--- src/rtl/aes_ahb_pkg.sv ---
// Shared AHB-Lite encodings, job/transfer state types and the decode of the
// fixed 14-op AES register sequence.
package aes_ahb_pkg;
   localparam logic [1:0] HTRANS_IDLE   = 2'b00;
   localparam logic [1:0] HTRANS_NONSEQ = 2'b10;
   localparam logic [2:0] HSIZE_WORD    = 3'b010;
   localparam logic [2:0] HBURST_SINGLE = 3'b000;

   localparam logic [1:0] ERR_OK      = 2'b00;
   localparam logic [1:0] ERR_BUS     = 2'b01;
   localparam logic [1:0] ERR_TIMEOUT = 2'b10;

   localparam logic [3:0] OP_CTRL = 4'd8;
   localparam logic [3:0] OP_POLL = 4'd9;
   localparam logic [3:0] OP_LAST = 4'd13;

   typedef enum logic [1:0] {ST_IDLE, ST_RUN, ST_DONE} job_st_t;
   typedef enum logic [1:0] {PH_IDLE, PH_ADDR, PH_DATA} xfer_ph_t;
   typedef enum logic [1:0] {WS_NONE, WS_KEY, WS_PT, WS_START} wsel_t;

   typedef struct packed {
      logic [31:0] addr;
      logic        write;
      wsel_t       wsel;
      logic [1:0]  word;
   } op_t;

   function automatic logic [31:0] get_word(input logic [127:0] d, input logic [1:0] i);
      logic [31:0] w;
      case (i)
         2'd0:    w = d[127:96];
         2'd1:    w = d[95:64];
         2'd2:    w = d[63:32];
         default: w = d[31:0];
      endcase
      return w;
   endfunction

   function automatic op_t op_decode(input logic [3:0] op, input logic [31:0] key_base,
                                     input logic [31:0] din_base, input logic [31:0] ctrl_addr,
                                     input logic [31:0] stat_addr, input logic [31:0] dout_base);
      op_t d;
      d.write = 1'b0;
      d.wsel  = WS_NONE;
      d.word  = op[1:0];
      d.addr  = stat_addr;
      if (op < 4'd4) begin
         d.write = 1'b1;
         d.wsel  = WS_KEY;
         d.addr  = key_base + {28'd0, op[1:0], 2'b00};
      end else if (op < 4'd8) begin
         d.write = 1'b1;
         d.wsel  = WS_PT;
         d.addr  = din_base + {28'd0, op[1:0], 2'b00};
      end else if (op == OP_CTRL) begin
         d.write = 1'b1;
         d.wsel  = WS_START;
         d.addr  = ctrl_addr;
      end else if (op != OP_POLL) begin
         d.word = op[1:0] - 2'd2;
         d.addr = dout_base + {28'd0, d.word, 2'b00};
      end
      return d;
   endfunction
endpackage

--- src/rtl/ahb_lite_xfer.sv ---
// Single-transfer AHB-Lite engine: one NONSEQ address cycle, then a data phase
// held until HREADY. A new request may be issued on the completing data cycle.
//   phase   | meaning
//   PH_IDLE | no transfer in flight
//   PH_ADDR | address phase on the bus (HTRANS = NONSEQ)
//   PH_DATA | data phase, waiting for HREADY
module ahb_lite_xfer
   import aes_ahb_pkg::*;
(
   input  logic        HCLK,
   input  logic        HRESETn,
   input  logic        req,
   input  logic [31:0] addr,
   input  logic        write,
   input  logic [31:0] wdata,
   output logic        done,
   output logic        err,
   output logic [31:0] rdata,
   output logic [31:0] HADDR,
   output logic [1:0]  HTRANS,
   output logic        HWRITE,
   output logic [2:0]  HSIZE,
   output logic [2:0]  HBURST,
   output logic [31:0] HWDATA,
   input  logic [31:0] HRDATA,
   input  logic        HREADY,
   input  logic        HRESP
);
   xfer_ph_t ph;
   logic     issue;

   // An error completes only with HREADY high, so the first error cycle just waits.
   assign done   = (ph == PH_DATA) && HREADY;
   assign err    = done && HRESP;
   assign rdata  = HRDATA;
   assign issue  = req && ((ph == PH_IDLE) || (done && !HRESP));
   assign HSIZE  = HSIZE_WORD;
   assign HBURST = HBURST_SINGLE;

   always_ff @(posedge HCLK or negedge HRESETn) begin
      if (!HRESETn) begin
         ph     <= PH_IDLE;
         HADDR  <= '0;
         HTRANS <= HTRANS_IDLE;
         HWRITE <= 1'b0;
         HWDATA <= '0;
      end else if (issue) begin
         ph     <= PH_ADDR;
         HADDR  <= addr;
         HWRITE <= write;
         HWDATA <= wdata;
         HTRANS <= HTRANS_NONSEQ;
      end else if (ph == PH_ADDR) begin
         ph     <= PH_DATA;
         HTRANS <= HTRANS_IDLE;
      end else if (done) begin
         ph <= PH_IDLE;
      end
   end
endmodule

--- src/rtl/aes_ahb_master.sv ---
// AHB-Lite initiator running one AES-128 job as a fixed list of single transfers.
//   state   | meaning
//   ST_IDLE | job_ready high, waiting for job_valid
//   ST_RUN  | sequencing ops 0..13 through the transfer engine
//   ST_DONE | one-cycle res_valid pulse with res_ct / res_err
module aes_ahb_master
   import aes_ahb_pkg::*;
#(
   parameter logic [31:0] KEY_BASE  = 32'h00,
   parameter logic [31:0] DIN_BASE  = 32'h10,
   parameter logic [31:0] CTRL_ADDR = 32'h20,
   parameter logic [31:0] STAT_ADDR = 32'h24,
   parameter logic [31:0] DOUT_BASE = 32'h30,
   parameter int          POLL_MAX  = 64
) (
   input  logic         HCLK,
   input  logic         HRESETn,
   input  logic         job_valid,
   output logic         job_ready,
   input  logic [127:0] job_key,
   input  logic [127:0] job_pt,
   output logic         res_valid,
   output logic [127:0] res_ct,
   output logic [1:0]   res_err,
   output logic [31:0]  HADDR,
   output logic [1:0]   HTRANS,
   output logic         HWRITE,
   output logic [2:0]   HSIZE,
   output logic [2:0]   HBURST,
   output logic [31:0]  HWDATA,
   input  logic [31:0]  HRDATA,
   input  logic         HREADY,
   input  logic         HRESP
);
   localparam int PW = $clog2(POLL_MAX + 1);
   localparam logic [PW-1:0] POLL_LOAD = PW'(POLL_MAX);

   job_st_t        st;
   logic [3:0]     op_idx;
   logic [3:0]     next_op;
   logic [PW-1:0]  poll_left;
   logic [127:0]   key_q;
   logic [127:0]   pt_q;
   logic           accept;
   logic           req;
   logic           last_op;
   logic           timeout;
   logic           xfer_done;
   logic           xfer_err;
   logic [31:0]    rdata;
   logic [31:0]    wdata;
   op_t            nxt;

   assign accept = job_valid && job_ready;
   assign nxt    = op_decode(next_op, KEY_BASE, DIN_BASE, CTRL_ADDR, STAT_ADDR, DOUT_BASE);

   always_comb begin
      last_op = (op_idx == OP_LAST);
      timeout = (op_idx == OP_POLL) && !rdata[0] && (poll_left <= PW'(1));
      if (st == ST_IDLE)
         next_op = '0;
      else if ((op_idx == OP_POLL) && !rdata[0])
         next_op = OP_POLL;
      else
         next_op = op_idx + 4'd1;
   end

   // Op 0 is issued on the accept edge, before key_q holds the new key.
   always_comb begin
      case (nxt.wsel)
         WS_KEY:   wdata = get_word(accept ? job_key : key_q, nxt.word);
         WS_PT:    wdata = get_word(pt_q, nxt.word);
         WS_START: wdata = 32'h1;
         default:  wdata = '0;
      endcase
   end

   assign req = accept || ((st == ST_RUN) && xfer_done && !xfer_err && !last_op && !timeout);

   ahb_lite_xfer u_xfer (
      .HCLK   (HCLK),
      .HRESETn(HRESETn),
      .req    (req),
      .addr   (nxt.addr),
      .write  (nxt.write),
      .wdata  (wdata),
      .done   (xfer_done),
      .err    (xfer_err),
      .rdata  (rdata),
      .HADDR  (HADDR),
      .HTRANS (HTRANS),
      .HWRITE (HWRITE),
      .HSIZE  (HSIZE),
      .HBURST (HBURST),
      .HWDATA (HWDATA),
      .HRDATA (HRDATA),
      .HREADY (HREADY),
      .HRESP  (HRESP)
   );

   always_ff @(posedge HCLK or negedge HRESETn) begin
      if (!HRESETn) begin
         st        <= ST_IDLE;
         job_ready <= 1'b0;
         res_valid <= 1'b0;
         res_ct    <= '0;
         res_err   <= ERR_OK;
         op_idx    <= '0;
         poll_left <= '0;
         key_q     <= '0;
         pt_q      <= '0;
      end else begin
         res_valid <= 1'b0;
         if (req)
            op_idx <= next_op;
         case (st)
            ST_IDLE: begin
               job_ready <= 1'b1;
               if (accept) begin
                  st        <= ST_RUN;
                  job_ready <= 1'b0;
                  key_q     <= job_key;
                  pt_q      <= job_pt;
                  res_ct    <= '0;
                  res_err   <= ERR_OK;
               end
            end
            ST_RUN: begin
               if (xfer_done && xfer_err) begin
                  st        <= ST_DONE;
                  res_valid <= 1'b1;
                  res_err   <= ERR_BUS;
               end else if (xfer_done) begin
                  if (op_idx == OP_CTRL)
                     poll_left <= POLL_LOAD;
                  if ((op_idx == OP_POLL) && (poll_left != '0))
                     poll_left <= poll_left - PW'(1);
                  case (op_idx)
                     4'd10:   res_ct[127:96] <= rdata;
                     4'd11:   res_ct[95:64]  <= rdata;
                     4'd12:   res_ct[63:32]  <= rdata;
                     4'd13:   res_ct[31:0]   <= rdata;
                     default: ;
                  endcase
                  if (last_op || timeout) begin
                     st        <= ST_DONE;
                     res_valid <= 1'b1;
                     res_err   <= last_op ? ERR_OK : ERR_TIMEOUT;
                  end
               end
            end
            default: begin
               st        <= ST_IDLE;
               job_ready <= 1'b1;
            end
         endcase
      end
   end
endmodule

--- config.mk ---
export PLATFORM = sky130hd
export DESIGN_NAME = aes_ahb_master
export DESIGN_NICKNAME = d
export VERILOG_FILES = /design/src/rtl/aes_ahb_pkg.sv /design/src/rtl/ahb_lite_xfer.sv /design/src/rtl/aes_ahb_master.sv
export SDC_FILE = /design/constraint.sdc
export NUM_CORES = 1
export LEC_CHECK = 0
export BUFFER_PORTS_ARGS = -buffer_cell sky130_fd_sc_hd__buf_2
export CORE_MARGIN = 4
export CORE_UTILIZATION = 46
export CTS_CLUSTER_SIZE = 12
export DETAILED_ROUTE_END_ITERATION = 8
export PLACE_DENSITY_LB_ADDON = 0.05
export SLEW_MARGIN = 20
export SYNTH_ARGS = -nofsm -noshare
export SYNTH_HDL_FRONTEND = slang
export SYNTH_SLANG_ARGS = --single-unit
--- constraint.sdc ---
create_clock -name HCLK -period 10 [get_ports HCLK]
set_input_delay 0.5 -clock HCLK [delete_from_list [all_inputs] [get_ports HCLK]]
set_output_delay 0.5 -clock HCLK [all_outputs]
set_load 0.01 [all_outputs]
==> results.toml <==
[outcome]
status = "completed"

[clock_tree]
clk-insertion-delay-late_ns = 0.60
clkSinkCount = 441
clk_pin_slew_ns = 0.06
cts_buffer_depth = 3
post_cts_buffers = 0
cts-resized-gates = 0
cts_made_buffers = 49
tritoncts = "yes"
cts_hold_buf = 1
htreeDepth = 2
clockRootBuffer = "clkbuf_16"

[floorplan]
die_h_um = 220
ios = 498
core_area_um2 = 44300
initial_core_util = 0.466
rows = 77
die_w_um = 220
dieArea_um2 = 48300

[detailed_routing]
ant_nets = 0
wl_um = 67100
drtPass1Iterations = 5
drc = 0
num_vias = 17100
vias_per_cell = 5.33
avgRoutedWirePerCell_um = 20.9
drt_iter0_drc = 1421

[synth]
synth_edf_count = 0
syn_inst = 2184
yosysMostFrequentCell = "nand2_1"
ys_seq_area_frac = 0.535
yosys.area.top_type_share = 0.535
ys_ff_latch = 441
syn_avg_cell_area_um2 = 9.45
synth_area_leader_cell = "dfrtp_1"
synthArstFlopShare = 1.00
synth-main-ff-cell = "dfrtp_1"
synth_cell_types = 58
yosys_warnings = 0
syn_area_um2 = 20600
ys_top_cells_by_area = "dfrtp_1 (53%), nand2_1 (18%), mux2_2 (8.2%)"
yosys-top-cells-count = "nand2_1 (976), dfrtp_1 (441), mux2_2 (151), nand3_1 (112), clkbuf_1 (107)"

[critical_path]
required_ns = 10.47
reg2reg_depth = 10
cpPeakStageDelay_ns = 0.78
crit_fanout = 56
end_kind = "register"
arrival_ns = 5.05
crit_slowest_cell = "o32a_2"
crit_chain = "nand3_2 -> xnor2_1 -> nor2b_1 -> nand3_1 -> ha_1 -> o32a_2 -> buf_4 -> mux4_2 -> a22o_1 -> a21o_1"
critical_path_class = "reg2reg"
cp-start-kind = "register"

[timing]
slew_headroom = 0.278
min_period_over_period = 0.457
fmax_mhz = 219
worst-slew-pin-transition_ns = 1.08
report.final.slew_viol_count = 0
fin_skew_ns = 0.0227
rsz0062_at_grt = "false"
hold_violations = 0
period_minus_slack_ns = 4.57
fin_setup_tns_ns = 0
setup_violations = 0

[grt]
grt_max_degree = 205
antenna_found_initial = 19
grt_overflow = 0
grt_pass1_wl_um = 101000
grt_usage = 0.272
grt_pass1_vias = 17000

[placed_design]
dp_hpwl_um = 46300
portBuffers = 462
dpl_cell_area_um2 = 23200
routabilityCongestion = 0.892

[hold_path]
min_path_cells = 3
hold_path.class = "in2reg"

[power_and_ir_drop]
p_sw_mw = 2.88
comb_power_share = 0.380
ir_drop_v = 0.000259
seqPwrFrac = 0.388
internal_power_mw = 4.85
p_clk_frac = 0.233
p_leak_nw = 13.4
p_per_area_nw_per_um2 = 311
switching_share = 0.373

[final_layout]
final_nets = 2876
area_growth_pct = 20.4
design_area_um2 = 24800
drive_above_1_share = 0.292
utilization = 0.561

[flow_run]
maxCapViolCount = 0
==> state kept, by name, indices dropped and copies added, names as in the netlist <==
signal,count
pt_q,128
op_idx,4
u_xfer.HWDATA,32
job_ready,1
u_xfer.HWRITE,1
res_err,2
u_xfer.HADDR,4
u_xfer.ph,2
poll_left,7
res_ct,128
res_valid,1
key_q,128
st,2
u_xfer.HTRANS,1
==> cell type report <==
type                       instances  area [µm²]
clock buffer                      72        1470
clock inverter                    14         128
tap                              592         741
inverter                           7        26.3
fill                            4049       19500
multi-input combinational       1591        8900
antenna                            5        12.5
timing repair buffer             485        2540
sequential                       441       11000
==> kinds of logic after synthesis <==
logic type / share of synthesized area
flops: 0.535
mux: 0.122
xor+xnor: 0.00297
simple gates: 0.237
buf+inv: 0.0438
other cells: 0.000364
compound gates: 0.0544
fa+ha+maj: 0.00485
==> worst max-delay path: cells and delay by family (launching register included) <==
family,cells,cell delay [ns]
and+or+nand+nor,3,0.56
muxes,1,0.59
AOI/OAI and AO/OA,3,1.14
DFF,1,0.52
adders and majority gates,1,0.36
xor gates and xnor gates,1,0.47
buffers and inverters,1,0.76
==> worst paths after layout <==
path	startpoint	to	slack, ns
setup / recovery	op_idx[0]	u_xfer.HWDATA[24]	5.43
setup reg to reg	op_idx[0]	u_xfer.HWDATA[24]	5.43
hold reg to reg	pt_q[31]	pt_q[31]	0.47
min in group asynchronous	HRESETn	res_ct[52]	0.52
max in group asynchronous	HRESETn	pt_q[57]	7.24
hold / removal	job_pt[34]	pt_q[34]	0.10
==> through the flow <==
step / setup slack (ns) / hold WS [ns] / power (mW) / instances
after global routing: 5.09 / 0.0959 / 8.25 / 3205
after CTS: 5.42 / 0.0707 / 7.79 / 3202
final: 5.43 / 0.100 / 7.73 / 3207
after detailed placement: 5.44 / 0.457 / 5.97 / 3115
after floorplan: 6.19 / 0.204 / 5.00 / 2217
after global placement: 5.49 / 0.454 / 5.90 / 3115
==> cells in the final DEF (no fill, tap or decap), types with 3 or more instances in the layout <==
cell type	n
xnor2_1	3
clkinv_2	10
and3b_1	3
o211ai_1	3
mux4_2	31
clkbuf_8	11
dfrtp_1	441
a311o_1	7
ha_1	8
nand2_1	973
nor2b_1	4
a21o_1	11
buf_2	461
o311ai_0	22
a22o_1	11
nor2_1	28
buf_12	3
mux2_2	151
inv_1	7
and3_1	6
a221o_1	12
clkbuf_1	10
nand2b_1	5
a32oi_1	7
mux2i_1	11
buf_4	18
nor3_1	17
conb_1	35
clkbuf_16	51
a21oi_1	29
nand3_1	112
o21ai_0	19
and2_1	33
xor2_1	4
diode_2	5
a311oi_1	4
o211ai_2	5
==> power groups by stage <==
stage / sequential (mW) / clock (mW) / combinational, mW
finish: 3.00 / 1.80 / 2.93
floorplan: 2.98 / 0 / 2.02
global placement: 3.00 / 0 / 2.90
CTS: 2.99 / 1.83 / 2.96
detailed placement: 3.02 / 0 / 2.95
global route: 3.08 / 1.91 / 3.26
==> layer usage <==
layer | wire [µm] | global-route usage | part of all wire | vias to the layer above
li1 | - | - | - | 7924
met1 | 26300 | 0.337 | 0.39 | 8483
met2 | 34000 | 0.471 | 0.51 | 534
met3 | 4430 | 0.0569 | 0.066 | 134
met4 | 2230 | 0.0961 | 0.033 | 26
met5 | 173 | 0 | 0.0026 | -
No activity file was read; power rests on OpenSTA's default activity.
